[src/rtl/rr_grant_arbiter.sv]
// Registered round-robin grant arbiter for the arbitrated FIFO path.
// The grant is one-hot or zero and drives the downstream mux select. It is held
// until a transfer completes (o_valid & o_ready) or the granted channel withdraws.
// Optional feature macro: ARB_BURST_EN. When defined, a grant is kept for up to
// BURST_LEN consecutive transfers while its channel keeps requesting.
module rr_grant_arbiter #(
  parameter int CHANNELS  = 2,
  parameter int IDX_W     = $clog2(CHANNELS),
  parameter int BURST_LEN = 4
) (
  input  logic                clk,
  input  logic                rst,
  input  logic [CHANNELS-1:0] req,
  input  logic                o_ready,
  output logic [CHANNELS-1:0] grant,
  output logic [IDX_W-1:0]    grant_idx,
  output logic                o_valid,
  output logic [CHANNELS-1:0] pop
);

  typedef enum logic {IDLE, GRANTED} state_e;

  state_e              state_q, state_d;
  logic [CHANNELS-1:0] grant_q, grant_d;
  logic [IDX_W-1:0]    idx_q, idx_d;
  logic [IDX_W-1:0]    ptr_q, ptr_d;

  logic [IDX_W:0]      win_ptr;   // {found, index}, search starts after ptr
  logic [IDX_W:0]      win_last;  // {found, index}, search starts after current grant
  logic [IDX_W:0]      win;
  logic                xfer;
  logic                keep;
  logic                do_load;

`ifdef ARB_BURST_EN
  localparam int CNT_W = $clog2(BURST_LEN + 1);
  logic [CNT_W-1:0]    cnt_q, cnt_d;
`else
  // Without bursting a grant always ends after a single transfer.
  localparam int BURST_LIM = (BURST_LEN >= 1) ? 1 : 1;
`endif

  // First asserted request searching p+1, p+2, ... modulo CHANNELS; p itself last.
  function automatic logic [IDX_W:0] pick(input logic [CHANNELS-1:0] r,
                                          input logic [IDX_W-1:0]    p);
    logic [IDX_W:0]   res;
    logic [IDX_W-1:0] c;
    res = '0;
    // Walk from lowest to highest priority so the highest-priority hit wins.
    for (int i = CHANNELS; i >= 1; i--) begin
      c = IDX_W'((int'(p) + i) % CHANNELS);
      if (r[c]) res = {1'b1, c};
    end
    return res;
  endfunction

  // Next-state logic: arbitration, hold, withdraw, burst continuation.
  always_comb begin
    state_d  = state_q;
    grant_d  = grant_q;
    idx_d    = idx_q;
    ptr_d    = ptr_q;
    win_ptr  = pick(req, ptr_q);
    win_last = pick(req, idx_q);
    win      = win_ptr;
    do_load  = 1'b0;
    xfer     = o_valid & o_ready;
`ifdef ARB_BURST_EN
    cnt_d    = cnt_q;
    keep     = req[idx_q] && ((int'(cnt_q) + 1) < BURST_LEN);
`else
    keep     = req[idx_q] && (BURST_LIM > 1);
`endif

    case (state_q)
      IDLE: begin
        do_load = 1'b1;
      end
      GRANTED: begin
        if (xfer) begin
          if (keep) begin
`ifdef ARB_BURST_EN
            cnt_d = cnt_q + CNT_W'(1);
`endif
          end else begin
            // Completed channel becomes lowest priority for the re-arbitration.
            ptr_d   = idx_q;
            win     = win_last;
            do_load = 1'b1;
          end
        end else if (!req[idx_q]) begin
          // Withdraw: pointer stays, remaining requesters compete.
          do_load = 1'b1;
        end
      end
      default: begin
        state_d = IDLE;
        grant_d = '0;
        idx_d   = '0;
      end
    endcase

    if (do_load) begin
`ifdef ARB_BURST_EN
      cnt_d = '0;
`endif
      if (win[IDX_W]) begin
        state_d = GRANTED;
        grant_d = {{(CHANNELS-1){1'b0}}, 1'b1} << win[IDX_W-1:0];
        idx_d   = win[IDX_W-1:0];
      end else begin
        state_d = IDLE;
        grant_d = '0;
        idx_d   = '0;
      end
    end
  end

  // State registers with synchronous reset; channel 0 has first priority after reset.
  always_ff @(posedge clk) begin
    if (rst) begin
      state_q <= IDLE;
      grant_q <= '0;
      idx_q   <= '0;
      ptr_q   <= IDX_W'(CHANNELS - 1);
`ifdef ARB_BURST_EN
      cnt_q   <= '0;
`endif
    end else begin
      state_q <= state_d;
      grant_q <= grant_d;
      idx_q   <= idx_d;
      ptr_q   <= ptr_d;
`ifdef ARB_BURST_EN
      cnt_q   <= cnt_d;
`endif
    end
  end

  assign grant     = grant_q;
  assign grant_idx = idx_q;
  assign o_valid   = |grant_q;
  assign pop       = grant_q & {CHANNELS{o_ready}};

endmodule

[config.mk]
export PLATFORM = sky130hd
export DESIGN_NAME = rr_grant_arbiter
export DESIGN_NICKNAME = d
export VERILOG_FILES = /design/src/rtl/rr_grant_arbiter.sv
export SDC_FILE = /design/constraint.sdc
export NUM_CORES = 1
export LEC_CHECK = 0
export ABC_AREA = 0
export CAP_MARGIN = 15
export CORE_AREA = 2 2 39 41
export DETAILED_ROUTE_END_ITERATION = 10
export DIE_AREA = 0 0 41 43
export MAX_ROUTING_LAYER = met4
export SYNTH_ARGS = -nofsm -noshare
export SYNTH_HDL_FRONTEND = slang
export SYNTH_SLANG_ARGS = --single-unit
[constraint.sdc]
create_clock -name clk -period 1.6 [get_ports clk]
set_clock_uncertainty 0.15 [all_clocks]
set_input_delay 0.24 -clock clk [delete_from_list [all_inputs] [get_ports clk]]
set_output_delay 0.24 -clock clk [all_outputs]
set_load 0.005 [all_outputs]
== Yosys cells after proc, flatten, opt, wreduce, memory -nomap -nowiden ==
Cells that the tools add are included.
Cells by class
  add/sub/neg operators: 4
  order comparisons: 5
  shift operators: 1
  muxes and demuxes: 22
  bitwise logic cells: 3
  reduce and logical (&&, ||, !) cells: 2
Operators by type and width (count)
  two-way mux 1 bit: 14
  two-way mux 2 bit: 7
  < comparator 1 x 2 -> 1 bit (second input constant): 5
  adder 1 bit (second input constant): 4
  AND 2 bit: 1
  one-hot mux 1 bit (2 select lines): 1
  AND reduction 2 bit: 1
  OR reduction 2 bit: 1
  << shifter 1 x 1 -> 2 bit (first input constant): 1
  AND 1 bit: 1
  NOT 1 bit: 1
Storage, ports and cells
  register bits after elaboration: 5
  input port bits: 5
  output and inout port bits: 6
  word-level logic and storage cells: 41

== Longest topological paths before layout ==
Gate-level depths: netlist of the first run.
  word-level depth: 9
  gate-level depth with buffers: 4
  depth with buffers taken out: 4

== Worst setup path before layout of the first run ==
Ideal clock, no wire load.
  kind: register -> register
  from: register grant_q[1] (netlist: grant[1])
  to: register grant_q[1] (netlist: grant[1])
  setup time: 0.070 ns
  arrival: 1.256 ns
  required time: 1.380 ns
  slack: 0.124 ns
  cell stages (with the launch flop): 5
  path buffers: 0
  clock period less this slack: 1.476 ns
  cells stage by stage: dfxtp_1 -> nor2b_1 -> a311oi_2 -> or3b_1 -> a21oi_1
On the way
  longest elaborated chain between the ends: 6
  elaborated cells between the ends (all ways): 8
  classes of those cells: shift (1); mux (5); bitwise (1); reduce/logical (1)
RTL lines
  from (decl): line 24  | logic [CHANNELS-1:0] grant_q, grant_d;
  from (signal assigned): line 131  | grant_q <= grant_d;
  OR reduction 2 bit *: line 142  | assign o_valid = |grant_q;
  AND 1 bit *: line 67  | xfer = o_valid & o_ready;
  two-way mux 2 bit: line 80  | if (xfer) begin
  two-way mux 2 bit: line 75  | case (state_q)
  << shifter 1 x 1 -> 2 bit: line 109  | grant_d = {{(CHANNELS-1){1'b0}}, 1'b1} << win[IDX_W-1:0];
  two-way mux 2 bit: line 107  | if (win[IDX_W]) begin
Mark *: on every way between the ends. The rest lies on a longest branch, timed or not.
A chain may end at the register's enable or synchronous reset.

== Final worst setup path of the first run ==
  from: register state_q
  to: register grant_q[1] (netlist: grant[1])
On the way
  longest elaborated chain between the ends: 3
  elaborated cells between the ends (all ways): 5
  classes of those cells: shift (1); mux (3); bitwise (1)
RTL lines
  from (decl): line 23  | state_e state_q, state_d;
  from (signal assigned): line 130  | state_q <= state_d;
  two-way mux 2 bit: line 75
  << shifter 1 x 1 -> 2 bit: line 109
  two-way mux 2 bit: line 107
Parallel ways exist; a longest one is shown, timed or not.

==> results of run 1 <==
per-layer routing:
layer | share of wire, % | global-route usage (%)
met1 | 43 | 10.61
met2 | 50 | 12.50
met3 | 6.9 | 1.571
met4 | 0 | 6.000
met5 | 0 | -
logic make-up after synthesis:
family          after synthesis
simple gates                 17
mux                           1
buf+inv                       2
compound gates                6
flops                         4
placed cells by master (no fill, tap or decap), drive strengths merged, types with 2 or more instances in the layout:
master         Yosys  layout
buf                1       6
dlygate4sd2        0       5
nand2              5       5
dfxtp              4       4
nand3              3       3
clkbuf             0       3
clkdlybuf4s50      0       3
a31oi              2       2
dlymetal6s2s       0       2
nor2               2       2
a21oi              2       2
how the worst min path moves through the flow:
stage / from / to / cells after the start
after global placement: ptr_q / ptr_q / 2
after detailed placement: ptr_q / ptr_q / 2
after floorplan: rst / grant[0] / 1
after global routing: req[0] / state_q / 4
final: req[0] / state_q / 4
after CTS: ptr_q / ptr_q / 2
stage by stage:
| stage | TNS, ns | instance area (um^2) | total power [mW] |
|---|---|---|---|
| 3_5_place_dp | -0.8497 | 390.4 | 0.1889 |
| 2_1_floorplan | 0 | 240.2 | 0.1421 |
| 4_1_cts | 0 | 414.1 | 0.3116 |
| 3_3_place_gp | -0.7492 | 390.4 | 0.1890 |
| 5_1_grt | 0 | 435.4 | 0.3244 |
| 6_report | 0 | 435.4 | 0.3070 |
what timing repair did:
item	4_1_cts	5_1_grt
setup buffers	0	1
gates resized for setup	9	5
pin swaps	2	1
hold buffers	0	0
endpoints found under the setup margin	6	2
where the power goes:
part / internal [mW] / switching (mW) / total [mW]
combinational: 0.0444 / 0.0281 / 0.0724
clock: 0.0836 / 0.0371 / 0.121
sequential: 0.106 / 0.00817 / 0.114
total: 0.234 / 0.0733 / 0.307
cell type report:
class,count,area [um^2]
Fill cell,160,948.4
Inverter,1,3.754
Sequential cell,4,87.58
Multi-Input combinational cell,24,157.7
Tap cell,16,20.02
Timing Repair Buffer,16,143.9
Clock buffer,3,22.52
cells in the mapped netlist (all sizes together) (2+ instances only):
master	number	area share (%)
nand2	5	7.8
dfxtp	4	33
nand3	3	6.2
a21oi	2	4.2
a31oi	2	5.2
nor2	2	3.1
registers in the layout (all words and copies together), names as in the netlist:
register	cells
grant	2
ptr_q	1
state_q	1
critical path, cell delays in order (launching register included):
cell                       delay (ns)
sky130_fd_sc_hd__dfxtp_1         0.34
sky130_fd_sc_hd__nor2b_1         0.16
sky130_fd_sc_hd__a311oi_2        0.30
sky130_fd_sc_hd__or3b_1          0.39
sky130_fd_sc_hd__a21oi_2         0.13
==> impl_metrics.yaml, run 1 <==
timing:
  worst_slew_pin_slew_ns: 0.2536
  post-route-min-period_ns: 1.546
  clock.fmax_mhz: 646.9
  rsz0062_at_grt: "false"
  report.final.slew_viol_count: 0
  timing.max_slew.rel_slack_pct: 83.09
  setup_ws_ns: 0.05414
  fin_hold_ws_ns: 0.2806
  setup_viol_count_final: 0
  period_share_pct: 96.62
  hold_viol_final: 0
routing:
  drt-pass1-iter-count: 2
  detail_route.vias_per_cell: 4.391
  detailedRoute.firstIterationViolations: 4
  routedWlPerCell_um: 9.953
  dr_total_vias: 281
  antenna_left: 0
  wirelength_um: 637
  drc_errors_left: 0
cells_and_area:
  ant_diodes: 0
  drive_above_1_share_pct: 39.58
  syn2layout_area_growth_pct: 81.25
  finalNetCount: 55
  instances_no_fill: 64
  fin_util_pct: 31.46
logic_synthesis:
  post_synth_xor_area_fraction_pct: 0
  ys_seq_elements: 4
  synth_async_sr_flop_share_pct: 0
  main_combinational_cell_family_by_area_after_synthesis: "simple AND/OR/NAND/NOR gates"
  syn_nets: 35
  synth_enable_flop_cells: 0
  synth-simple-area-share_pct: 39.58
  yosysUniqueCellTypes: 18
  synth-compound-area-share_pct: 17.71
  ys_seq_area_share_pct: 33.33
  mean_post_synth_cell_area_um2: 8.008
  post_synth_fa_ha_maj_area_fraction_pct: 0
  ys_warn_count: 0
  netlist_instances: 30
  ys_dominant_reg_cell: "sky130_fd_sc_hd__dfxtp_1"
  mappedNetlistArea_um2: 240.2
  synth.area.mux_share_pct: 4.688
global_routing:
  number_of_global_route_vias_before_repair: 265
  globalRouteOverflowTotal: 0
  grt_antenna_before_repair: 0
  grt_max_degree: 9
  gr-usage-all-layers_pct: 8.745
  wire_length_of_the_first_global_routing_pass_um: 1014
power_and_ir_drop:
  powerDensity_mw_per_mm2: 705.1
  vdd.ir_drop.worst_v: 0.0003017
  leakage_nw: 0.2253
floorplanning:
  start_util_pct: 17.36
  ios: 11
  coreArea_mm2: 0.001384
  floorplan.die_area_mm2: 0.001763
  die_height_um: 43
  placement_rows: 14
  fp.dieW_um: 41
critical_path:
  worstPathMaxFanout: 7
  startpoint_type: "register"
  r2r_cell_count: 4
  reg2reg_to: "grant[1]"
  critical_path_arrival_ns: 1.55
  worst-r2r-setup-slack_ns: 0.05
  worstPathRequired_ns: 1.61
  setup.worst_path.end: "grant[1]"
  timing_worst_setup_path_type: "register to register"
  setup.worst_path.end_class: "register"
  regToRegStartpoint: "state_q"
  timing.critical_path.from: "state_q"
hold_path:
  class_of_the_tightest_hold_or_removal_check: "input pin to register"
place:
  place_congestion: 0.7472
  portBuffers: 10
  dp_hpwl_um: 477.9
  numPlacedInstances: 60
  preCtsSetupSlack_ns: -0.3530
cts:
  clk_pin_slew_worst_paths_ns: 0.04
  cts_htree_levels: 1
  clk-insertion-delay-late_ns: 0.23
  cts_inserted_buffers: 3
  cts_buffer_depth: 2
  ctsRootBufferMaster: "sky130_fd_sc_hd__clkbuf_4"
  tritoncts: "done"
  clock-sinks: 4
run_status:
  run_status: "finished clean"
job:
  cap_viol_max_count: 0
No activity file was read; power rests on OpenSTA's default activity.
==> run 2: changes to the inputs <==
- REMOVE_ABC_BUFFERS: not set -> 1
==> run 2 against run 1 <==
Against the previous run:
- clock power is 9% higher
- via count is 0.36% higher
- combinational power is 3.5% higher
- flip-flop and latch count stayed put
- power is 4.4% higher
- cell count is 1.6% higher
- sequential power hardly changed
- critical path type is now register to output pin
- largest power group unchanged
- highest routed layer is now met4
==> impl_metrics.yaml, run 2 (synthesis gave the netlist of run 1 again) <==
hold_path:
  worst_hold_path.endpoint: "ptr_q"
  min_from: "ptr_q"
  worst_hold_path.num_cells: 2
  class_of_the_tightest_hold_or_removal_check: "register to register"
timing:
  rsz0062_at_grt: "true"
  period_share_pct: 99.34
  worst_slew_pin_slew_ns: 0.2376
  post-route-min-period_ns: 1.589
  hold_viol_final: 0
  clock.fmax_mhz: 629.2
  setup_viol_count_final: 0
  report.final.slew_viol_count: 0
  timing.max_slew.rel_slack_pct: 84.16
place:
  portBuffers: 10
  place_congestion: 0.8415
  dp_hpwl_um: 497.7
global_routing:
  number_of_global_route_vias_before_repair: 258
  wire_length_of_the_first_global_routing_pass_um: 1110
  grt_antenna_before_repair: 0
  gr-usage-all-layers_pct: 10.06
  grt_max_degree: 8
  globalRouteOverflowTotal: 0
critical_path:
  timing_worst_setup_path_type: "register to output pin"
  critical_path_arrival_ns: 1.20
  worstPathMaxFanout: 3
  regToRegStartpoint: "grant[1]"
  reg2reg_to: "grant[1]"
  worstPathRequired_ns: 1.21
  critPathSlowestCell: "sky130_fd_sc_hd__clkdlybuf4s50_1"
  slowest_delay_ns: 0.49
  startpoint_type: "register"
  setup.worst_path.end_class: "output pin"
  worst-r2r-setup-slack_ns: 0.04
  r2r_cell_count: 4
  crit_path_cells: "nand2_1 > inv_1 > clkdlybuf4s50_1"
floorplanning:
  coreArea_mm2: 0.001384
  placement_rows: 14
  fp.dieW_um: 41
  start_util_pct: 17.36
  floorplan.die_area_mm2: 0.001763
  die_height_um: 43
  ios: 11
routing:
  detail_route.wirelength.met1_um: 324
  max_used_layer: "met4"
  wirelength_um: 682
  dr_total_vias: 282
  detail_route.vias_per_cell: 4.338
  antenna_left: 0
  detailedRoute.firstIterationViolations: 6
  drt-pass1-iter-count: 4
  routedWlPerCell_um: 10.49
  wl_met3_um: 83
  wl_met2_um: 264
  drc_errors_left: 0
cts:
  cts_htree_levels: 1
  cts_hold_buf: 0
  clk-insertion-delay-late_ns: 0.25
  ctsRootBufferMaster: "sky130_fd_sc_hd__clkbuf_4"
  tritoncts: "done"
  cts_buffer_depth: 2
  cts_inserted_buffers: 3
  clk_pin_slew_worst_paths_ns: 0.04
  clock-sinks: 4
cells_and_area:
  layout_common_cells: "sky130_fd_sc_hd__buf_4, sky130_fd_sc_hd__nand2_1, sky130_fd_sc_hd__clkdlybuf4s50_1"
  ff_latch_area_um2: 86.33
  syn2layout_area_growth_pct: 81.25
  fin_util_pct: 31.46
  fill_cells: 149
  final_common_cell: "sky130_fd_sc_hd__buf_4"
  ant_diodes: 0
  largest_register_ffs: 2
  multiInputGateArea_um2: 148.9
  drive_above_1_share_pct: 36.73
  finalNetCount: 56
power_and_ir_drop:
  leakage_nw: 0.2228
  design_power_total_mw: 0.3205
  powerDensity_mw_per_mm2: 736.1
  vdd.ir_drop.worst_v: 0.0004076
run_status:
  run_status: "finished clean"
job:
  cap_viol_max_count: 0
[run 2: cell types whose count changed in the layout (fill, tap and decap cells not counted), sizes merged]
| cell | before | now |
|---|---|---|
| clkdlybuf4s50 | 3 | 5 |
| buf | 6 | 7 |
| dlygate4sd2 | 5 | 3 |
[run 2: metal layers]
| metal | up-vias | track usage [%] |
|---|---|---|
| met1 | 123 | 11.82 |
| li1 | 146 | - |
| met4 | 0 | 6.000 |
| met5 | - | - |
| met2 | 11 | 11.56 |
| met3 | 2 | 7.853 |
[run 2: report_power, final]
| group | switching [mW] | internal, mW | leakage, nW |
|---|---|---|---|
| logic | 0.0288 | 0.0462 | 0.175 |
| registers | 0.00672 | 0.107 | 0.0342 |
| clock network | 0.0480 | 0.0843 | 0.0138 |
[run 2: worst max-delay path: cells and delay by family (launching register included)]
| family | cells | cell delay (ns) |
|---|---|---|
| flops | 1 | 0.33 |
| buf+inv | 2 | 0.55 |
| simple gates | 1 | 0.08 |
[run 2: final cells by class]
cell class | instances | share of cell area [%]
Tap cell | 16 | 4.598
Sequential cell | 4 | 19.83
Multi-Input combinational cell | 24 | 34.20
Timing Repair Buffer | 17 | 35.34
Clock buffer | 3 | 5.172
Inverter | 1 | 0.8621
[run 2: timing repair]
action / in CTS / in global routing
setup endpoints to repair: 6 / 3
pin swaps: 0 / 2
gates resized for setup: 5 / 4
setup buffers: 1 / 0
[run 2: worst max path at each step]
stage	from	end
2_1_floorplan	grant[1]	grant[1]
3_3_place_gp	o_ready	grant[1]
3_5_place_dp	o_ready	grant[1]
4_1_cts	grant[0]	pop[0]
5_1_grt	grant[1]	grant[1]
6_report	grant[0]	pop[0]
[run 2: metrics by stage]
stage                     hold WS [ns]  std cells  TNS (ns)  setup WS, ns  cell area [um^2]
after global placement          0.2861         61   -0.8263       -0.3083             397.9
final                           0.2974         65         0       0.01063             435.4
after detailed placement        0.2915         61   -0.8867       -0.3315             397.9
after global routing            0.3222         65  -0.08245      -0.04788             435.4
after floorplan                 0.1591         29         0        0.1033             232.7
after CTS                       0.2982         65  -0.02624      -0.02624             427.9
